<file path="src/rtl/hs_rx_pkg.sv">
// Shared constants and types for the hs_rx_fifo receiver: default sizing,
// derived pointer/count widths and the per-word handshake state.
package hs_rx_pkg;

  localparam int unsigned DefDataW      = 16;
  localparam int unsigned DefDepth      = 4;
  localparam int unsigned DefSyncStages = 2;

  localparam int unsigned DefPtrW = $clog2(DefDepth);
  localparam int unsigned DefCntW = $clog2(DefDepth) + 1;

  localparam int unsigned StallW = 16;

  typedef enum logic [0:0] {
    StIdle,
    StPending
  } rx_state_e;

endpackage

</file>
<file path="src/rtl/hs_rx_fifo_if.sv">
// Bundle of the two-phase input handshake and valid/ready output of hs_rx_fifo.
// The slave modport is the receiver; master is the sender/consumer side.
interface hs_rx_fifo_if #(
  parameter int unsigned DATA_W = 16,
  parameter int unsigned DEPTH  = 4
);

  localparam int unsigned CntW = $clog2(DEPTH) + 1;

  logic              io_In_HS_Req;
  logic              io_In_HS_Ack;
  logic [DATA_W-1:0] io_In_Data;
  logic              io_Out_Valid;
  logic              io_Out_Ready;
  logic [DATA_W-1:0] io_Out_Data;
  logic [CntW-1:0]   io_Count;

  modport slave (
    input  io_In_HS_Req,
    input  io_In_Data,
    input  io_Out_Ready,
    output io_In_HS_Ack,
    output io_Out_Valid,
    output io_Out_Data,
    output io_Count
  );

  modport master (
    output io_In_HS_Req,
    output io_In_Data,
    output io_Out_Ready,
    input  io_In_HS_Ack,
    input  io_Out_Valid,
    input  io_Out_Data,
    input  io_Count
  );

endinterface

</file>
<file path="src/rtl/hs_rx_sync.sv">
// Multi-flop synchronizer chain with asynchronous active-high reset to 0.
module hs_rx_sync #(
  parameter int unsigned Stages = 2
) (
  input  logic clk_i,
  input  logic rst_i,
  input  logic d_i,
  output logic q_o
);

  logic [Stages-1:0] sync_q;

  always_ff @(posedge clk_i or posedge rst_i) begin
    if (rst_i) begin
      sync_q <= '0;
    end else begin
      sync_q <= {sync_q[Stages-2:0], d_i};
    end
  end

  assign q_o = sync_q[Stages-1];

endmodule

</file>
<file path="src/rtl/hs_rx_fifo.sv">
// Two-phase Req/Ack receiver feeding a small FIFO with a valid/ready output.
// Optional HS_RX_STATS_EN adds io_Stat_Stall, a saturating pending-while-full cycle count.
module hs_rx_fifo
  import hs_rx_pkg::*;
#(
  parameter int unsigned DATA_W      = DefDataW,
  parameter int unsigned DEPTH       = DefDepth,
  parameter int unsigned SYNC_STAGES = DefSyncStages
) (
  input  logic       clock,
  input  logic       reset,
  hs_rx_fifo_if.slave bus
`ifdef HS_RX_STATS_EN
  ,
  output logic [StallW-1:0] io_Stat_Stall
`endif
);

  localparam int unsigned PtrW = $clog2(DEPTH);
  localparam int unsigned CntW = $clog2(DEPTH) + 1;

  logic              req_s;
  logic              ack_q, ack_d;
  logic [PtrW-1:0]   head_q, head_d;
  logic [PtrW-1:0]   tail_q, tail_d;
  logic [CntW-1:0]   count_q, count_d;
  logic [DATA_W-1:0] mem_q [DEPTH];

  rx_state_e state;
  logic      full;
  logic      empty;
  logic      push;
  logic      pop;

  hs_rx_sync #(
    .Stages(SYNC_STAGES)
  ) u_req_sync (
    .clk_i(clock),
    .rst_i(reset),
    .d_i  (bus.io_In_HS_Req),
    .q_o  (req_s)
  );

  always_comb begin
    state   = (req_s != ack_q) ? StPending : StIdle;
    full    = (count_q == CntW'(DEPTH));
    empty   = (count_q == '0);
    // Full is judged before this cycle's pop, so a pop never frees a slot for a same-cycle push.
    push    = (state == StPending) && !full;
    pop     = !empty && bus.io_Out_Ready;
    ack_d   = ack_q;
    head_d  = head_q;
    tail_d  = tail_q;
    count_d = count_q;
    if (push) begin
      ack_d  = ~ack_q;
      tail_d = tail_q + PtrW'(1);
    end
    if (pop) begin
      head_d = head_q + PtrW'(1);
    end
    unique case ({push, pop})
      2'b10:   count_d = count_q + CntW'(1);
      2'b01:   count_d = count_q - CntW'(1);
      default: count_d = count_q;
    endcase
  end

  always_ff @(posedge clock or posedge reset) begin
    if (reset) begin
      ack_q   <= 1'b0;
      head_q  <= '0;
      tail_q  <= '0;
      count_q <= '0;
    end else begin
      ack_q   <= ack_d;
      head_q  <= head_d;
      tail_q  <= tail_d;
      count_q <= count_d;
    end
  end

  // Storage needs no reset: reads are gated by occupancy.
  always_ff @(posedge clock) begin
    if (push) begin
      mem_q[tail_q] <= bus.io_In_Data;
    end
  end

  assign bus.io_In_HS_Ack = ack_q;
  assign bus.io_Out_Valid = !empty;
  assign bus.io_Out_Data  = empty ? '0 : mem_q[head_q];
  assign bus.io_Count     = count_q;

`ifdef HS_RX_STATS_EN
  logic [StallW-1:0] stall_q, stall_d;

  always_comb begin
    stall_d = stall_q;
    if ((state == StPending) && full && (stall_q != '1)) begin
      stall_d = stall_q + StallW'(1);
    end
  end

  always_ff @(posedge clock or posedge reset) begin
    if (reset) begin
      stall_q <= '0;
    end else begin
      stall_q <= stall_d;
    end
  end

  assign io_Stat_Stall = stall_q;
`endif

endmodule

</file>
<file path="src/flat_wrapper.sv">
// flat-port wrapper written by rule: the top's interface ports become plain ports
module hs_rx_fifo_flat import hs_rx_pkg::*;
#(
  parameter int unsigned DATA_W      = DefDataW,
  parameter int unsigned DEPTH       = DefDepth,
  parameter int unsigned SYNC_STAGES = DefSyncStages
)
  (clock, reset, bus_io_In_HS_Req, bus_io_In_Data, bus_io_Out_Ready, bus_io_In_HS_Ack, bus_io_Out_Valid, bus_io_Out_Data, bus_io_Count);
  hs_rx_fifo_if #(.DATA_W(DATA_W), .DEPTH(DEPTH)) bus_i ();
  input  logic clock;
  input  logic reset;
  input wire logic [$bits(bus_i.io_In_HS_Req)-1:0] bus_io_In_HS_Req;
  input wire logic [$bits(bus_i.io_In_Data)-1:0] bus_io_In_Data;
  input wire logic [$bits(bus_i.io_Out_Ready)-1:0] bus_io_Out_Ready;
  output wire logic [$bits(bus_i.io_In_HS_Ack)-1:0] bus_io_In_HS_Ack;
  output wire logic [$bits(bus_i.io_Out_Valid)-1:0] bus_io_Out_Valid;
  output wire logic [$bits(bus_i.io_Out_Data)-1:0] bus_io_Out_Data;
  output wire logic [$bits(bus_i.io_Count)-1:0] bus_io_Count;
  assign bus_i.io_In_HS_Req = bus_io_In_HS_Req;
  assign bus_i.io_In_Data = bus_io_In_Data;
  assign bus_i.io_Out_Ready = bus_io_Out_Ready;
  assign bus_io_In_HS_Ack = bus_i.io_In_HS_Ack;
  assign bus_io_Out_Valid = bus_i.io_Out_Valid;
  assign bus_io_Out_Data = bus_i.io_Out_Data;
  assign bus_io_Count = bus_i.io_Count;
  hs_rx_fifo #(.DATA_W(DATA_W), .DEPTH(DEPTH), .SYNC_STAGES(SYNC_STAGES)) u_core (.clock(clock), .reset(reset), .bus(bus_i));
endmodule
</file>
<file path="config.mk">
export PLATFORM = sky130hd
export DESIGN_NAME = hs_rx_fifo_flat
export DESIGN_NICKNAME = d
export VERILOG_FILES = /design/src/rtl/hs_rx_pkg.sv /design/src/rtl/hs_rx_fifo_if.sv /design/src/rtl/hs_rx_sync.sv /design/src/rtl/hs_rx_fifo.sv /design/src/flat_wrapper.sv
export SDC_FILE = /design/constraint.sdc
export NUM_CORES = 1
export LEC_CHECK = 0
export ABC_AREA = 1
export CAP_MARGIN = 20
export CORE_ASPECT_RATIO = 1.1
export CORE_MARGIN = 5
export CORE_UTILIZATION = 50
export CTS_CLUSTER_DIAMETER = 100
export CTS_CLUSTER_SIZE = 20
export DETAILED_ROUTE_END_ITERATION = 10
export GPL_TIMING_DRIVEN = 0
export PLACE_DENSITY = 0.71
export SETUP_SLACK_MARGIN = 0.15
export SYNTH_ARGS = -nofsm -noshare
export SYNTH_HDL_FRONTEND = slang
export SYNTH_SLANG_ARGS = --single-unit
export TNS_END_PERCENT = 30
</file>
<file path="constraint.sdc">
create_clock -name clock -period 1.9 [get_ports clock]
set_input_delay 0.19 -clock clock [delete_from_list [all_inputs] [get_ports clock]]
set_output_delay 0.19 -clock clock [all_outputs]
set_load 0.05 [all_outputs]
</file>
Word level (Yosys, flattened, before mapping)
Memory sizes are Yosys's and may differ from the RTL's.
Index checks and enable logic that the tools add are counted.
{"block": "op_classes", "mux": 5, "eq_ne": 4, "bitwise": 1, "reduce_logical": 6, "addsub": 4}
{"operator": "2-to-1 mux 16 bit", "count": 1}
{"operator": "case mux 3 bit (2 select lines)", "count": 1}
{"operator": "adder 2 x 1 -> 2 bit (second input constant)", "count": 2}
{"operator": "adder 3 x 1 -> 3 bit (second input constant)", "count": 1}
{"operator": "== test 3 bit (second input constant)", "count": 1}
{"operator": "logical NOT 3 bit", "count": 1}
{"operator": "2-to-1 mux 1 bit", "count": 3}
{"operator": "subtractor 3 x 1 -> 3 bit (second input constant)", "count": 1}
{"operator": "== test 2 x 1 -> 1 bit (second input constant)", "count": 1}
{"operator": "== test 2 bit (second input constant)", "count": 1}
{"operator": "logical AND 1 bit", "count": 2}
{"operator": "logical NOT 1 bit", "count": 2}
{"operator": "nonzero test 2 bit", "count": 1}
{"operator": "inequality test 1 bit", "count": 1}
{"operator": "NOT 1 bit", "count": 1}
{"block": "totals", "inputBits": 20, "output_inout_bits": 21, "ram_bits": 64, "reg_bits": 10, "memories": 1}
{"memory": "u_core.mem_q", "words": 4, "word_bits": 16, "rd": 1, "rd_ports_with_merged_regs": 0, "wr": 1, "line_no": "hs_rx_fifo.sv:27", "text": "logic [DATA_W-1:0] mem_q [DEPTH];"}

Logic depth before layout (Yosys ltp)
{"block": "depth", "depth_word": 5, "ltp_mapped": 12, "ltp_nobuf": 12}

By module
A second synthesis with hierarchy kept.
{"block": "hier_totals", "hier_cells": 321, "hier_area_um2": 3305.7}
{"module": "hs_rx_fifo", "cells_each": 318, "area_per_inst_um2": 3251.9, "n_inst": 1}
{"module": "hs_rx_sync", "cells_each": 3, "area_per_inst_um2": 53.8, "n_inst": 1}

Worst setup path before layout
OpenSTA, ideal clock, no wires.
{"block": "synth_timing", "path_type": "register -> register", "start": "register u_core.count_q[0] (netlist: u_core.bus.io_Count[0])", "end": "register u_core.count_q[2] (netlist: u_core.bus.io_Count[2])", "setup_ns": 0.120, "n_path_buf": 0, "required_time_ns": 1.780, "setup_slack_ns": -0.402, "period_less_slack_ns": 2.302, "arrival_ns": 2.182, "stages_incl_launch_ff": 12, "cell_sequence": "dfrtp_1 > inv_1 > nand3_2 > nand2_1 > inv_1 > ha_1 > inv_1 > fa_1 > nand2_1 > nand3_1 > nand2_1 > nand2_1"}
{"block": "synth_between", "elab_chain_cells": 5, "word_cells_on_any_way": 12}
{"element": "start, declared", "line_no": "hs_rx_fifo.sv:26", "text": "logic [CntW-1:0] count_q, count_d;"}
{"element": "start signal, assigned", "line_no": "hs_rx_fifo.sv:79", "text": "count_q <= count_d;"}
{"element": "logical NOT 3 bit *", "line_no": "hs_rx_fifo.sv:47", "text": "empty = (count_q == '0);"}
{"element": "logical NOT 1 bit *"}
{"element": "via bus_io_Out_Valid", "line_no": "flat_wrapper.sv:16", "text": "output wire logic [$bits(bus_i.io_Out_Valid)-1:0] bus_io_Out_Valid;"}
{"element": "logical AND 1 bit *", "line_no": "hs_rx_fifo.sv:50", "text": "pop = !empty && bus.io_Out_Ready;"}
{"element": "via u_core.pop", "line_no": "hs_rx_fifo.sv:33", "text": "logic pop;"}
{"element": "== test 2 x 1 -> 1 bit / == test 2 bit (equally long branches)", "line_no": "hs_rx_fifo.sv:62", "text": "unique case ({push, pop})"}
{"element": "case mux 3 bit (2 select lines) / nonzero test 2 bit (equally long branches)"}
Mark *: on every way through the listed nets, which the timed path passes. The rest lies on a longest branch.
A chain may end at the register's enable or synchronous reset.

Final worst setup path
{"block": "layout_timing", "start": "register u_core.head_q[0]", "end": "output bus_io_Out_Data[3]"}
{"block": "layout_between", "elab_chain_cells": 2}
{"element": "start, declared", "line_no": "hs_rx_fifo.sv:24", "text": "logic [PtrW-1:0] head_q, head_d;"}
{"element": "start signal, assigned", "line_no": "hs_rx_fifo.sv:72", "text": "head_q <= '0;"}
{"element": "start signal, assigned", "line_no": "hs_rx_fifo.sv:77", "text": "head_q <= head_d;"}
{"element": "memory read (4 x 16 bit)"}
{"element": "2-to-1 mux 16 bit", "line_no": "hs_rx_fifo.sv:92", "text": "assign bus.io_Out_Data = empty ? '0 : mem_q[head_q];"}
{"element": "end, declared", "line_no": "flat_wrapper.sv:17", "text": "output wire logic [$bits(bus_i.io_Out_Data)-1:0] bus_io_Out_Data;"}
Every way passes these cells.

==> run metrics <==
outcome=complete, no violations; reg-to-reg critical path startpoint=u_core.bus.io_Count[0]; critical path type=flop to primary output; Tmin final=~1800 ps; I/O pins=between 40 and 50; routed via count=between 2,000 and 2,500; Hold Path Class=input port to async pin; crit path capture=bus_io_Out_Data[3]; number of filler cells placed in the layout=~490; Skew-Pair Late Insertion Delay=340 ps; initial antenna violation count=0; Synth area leaders=edfxtp_1, nand2_1, inv_1; vias in the first global route=2,125; hold_buf cts=0; postcts setup bufs=0; drt drc=0; simple-gate share of the synthesized area=15.9%; global-route wire length before repair=10.2 mm; Synth Register Bits=74; chip width=88.0 um; endpoints failing hold=0; core region area=approximately 6600 sq um; Synth Area in Compound Gates=under 10%; share of synthesized registers carrying an async set or reset=13.5%; CP Max Fanout=10; Final nets=397; most frequent cells after synthesis=nand2_1, inv_1, edfxtp_1; vias per cell=roughly 4.8; Yosys top cell by area=edfxtp_1; highest routed layer=met4; clock root buffer=clkbuf_8; I/O Buffers=40; FP Rows=31; Initial Util=51.1%; Slew Viols, Final=0; Placer Congestion=0.734; first-pass detailed-route iteration total=4; total gr overflow=0; DP Wirelength=4.11 mm; GRT Resource Usage Total=16.5%; post-synthesis xor/xnor area fraction=0.523%; skew final=12.9 ps; top-area cell type share of the netlist area=57.4%; pin count of the biggest net entering global routing=17; Longest Clk Path Bufs=2; WL per Instance=15.5 um; EDFF count, synth=64; crit start category=flop; reg2reg setup slack=170 ps; share of post-route cells with drive strength above 1=34.6%; mux contribution to synthesized area=0%; Area Overhead vs Synth=35.3%; number of antenna-violating nets in the routed design=0; die height=between 90 and 100 um; Cell Area, Synth=3350 sq um; Met2 Wirelength=about 3.8 mm; CP Data Arrival Time=1640 ps; Routed WL=7.12 mm; DRT met1 WL=2.93 mm; sequential-to-total area share from yosys stat=64.9%; 1st-iter DRT viols=99; cts bufs inserted=9; Highest Clock Rate=545 MHz; origin of the worst setup path=u_core.head_q[0]; Primary FF master, synth=edfxtp_1; Worst-path clk slew=~70 ps; Placed Cells=442; Synth cell types=21; RR Endpoint=u_core.bus.io_Count[2]; CTS tree=built; Synth Area in Adders=under 10%; Slew Limit Headroom=62.9%; Yosys Warn Count=0; worst-margin pin slew=approximately 560 ps; period utilization=96.5%; H-tree levels=3; Post-Syn Instances=320; Avg Cell Area, Syn=10.5 sq um; Die ar.=8430 sq um; count leader, synth=nand2_1; largest family of logic cells by synthesized area=simple AND/OR/NAND/NOR gates; maxcap violations=0; syn nets=346; routed wl met3=~280 um; final setup violation count=0; Worst setup EP type=primary output; RSZ-0062 raised after global routing=true; diode count=0; CTS Sinks=74; worst endpoint required time=between 1500 and 2000 ps; final cell count without fillers=approximately 460; reg2reg path depth=10
-- area by class of cell --
type / instances / area [sq um] / share of cell area (%)
sequential: 74 / 2180 / 48.1
multi-input combinational: 152 / 1120 / 24.7
timing repair buffer: 40 / 418 / 9.23
inverter: 83 / 344 / 7.60
buffer: 11 / 174 / 3.84
clock buffer: 9 / 124 / 2.74
tap: 82 / 103 / 2.27
clock inverter: 7 / 68.8 / 1.52
-- cell usage in the layout (no fill, tap or decap) --
| cell | n |
|---|---|
| inv_1 | 75 |
| edfxtp_1 | 64 |
| nand2_1 | 54 |
| nand3_2 | 24 |
| clkdlybuf4s50_1 | 19 |
| buf_6 | 17 |
| a21oi_2 | 16 |
| nand2_4 | 14 |
| nand2_2 | 13 |
| nand3_1 | 12 |
| clkbuf_8 | 9 |
| dfrtp_1 | 6 |
| buf_8 | 5 |
| buf_12 | 4 |
| nor2_4 | 4 |
| ha_1 | 4 |
| dlygate4sd2_1 | 4 |
| dfrtp_2 | 4 |
| inv_4 | 3 |
| inv_2 | 3 |
| nand3_4 | 2 |
| clkinv_8 | 2 |
| xnor2_1 | 2 |
| o21ai_0 | 2 |
| clkinv_2 | 2 |
| o21ai_1 | 1 |
| nand2_8 | 1 |
| buf_4 | 1 |
| nand4_1 | 1 |
| fa_2 | 1 |
| ha_4 | 1 |
| clkinvlp_4 | 1 |
| inv_6 | 1 |
| bufinv_16 | 1 |
| clkinv_4 | 1 |
| clkinv_1 | 1 |
| dlymetal6s2s_1 | 1 |
-- what timing repair did --
action	in CTS	in global routing
pin swaps	4	21
setup endpoints to repair	86	83
resized for setup	122	102
-- how the worst min path moves through the flow --
stage                                     start                          end  slack, ps  cells past startpoint
finish                                    reset             u_core.head_q[0]        140                      2
floorplan                                 reset             u_core.head_q[0]         30                      1
CTS                                       reset             u_core.head_q[0]        150                      2
detailed placement  u_core.u_req_sync.sync_q[0]  u_core.u_req_sync.sync_q[1]        340                      0
global route                              reset             u_core.head_q[0]        170                      2
global placement    u_core.u_req_sync.sync_q[0]  u_core.u_req_sync.sync_q[1]        340                      0
-- worst max-delay path, cell delays in order, from the launching register on --
cell	delay [ps]
dfrtp_1	380
buf_8	170
clkinv_8	90
buf_12	160
nand2_1	60
nand3_1	80
a21oi_2	190
buf_6	180
-- registers in the layout, indices dropped and copies added (netlist names) --
name	flops
u_core.mem_q	64
u_core.head_q	2
u_core.bus.io_In_HS_Ack	1
u_core.tail_q	2
u_core.u_req_sync.sync_q	2
u_core.bus.io_Count	3
-- metrics by stage --
step                      setup WS [ps]  hold slack (ps)  cell area, sq um  setup TNS [ps]  utilization [%]
after floorplan                    9.54             29.9              3380               0                -
after global placement             -197              341              3880           -2610             59.3
after detailed placement           -205              340              3880           -4810             59.3
after CTS                         -40.3              152              4120            -963             62.9
after global routing              -12.7              173              4530           -23.2             69.1
final                              66.6              142              4530               0             69.1
-- cells by family after synthesis --
kind of cell	after synthesis
compound gates	19
xor+xnor	2
fa+ha+maj	6
buf+inv	94
flops	74
simple gates	125
-- routing by layer --
metal	vias to the layer above	track usage, %
met2	53	28.8
li1	1111	-
met1	1047	19.8
met4	0	7.30
met5	-	0
met3	9	3.08
Power is not shown: default switching activity piles up to over one toggle a cycle in this logic, so the estimate is an artifact.
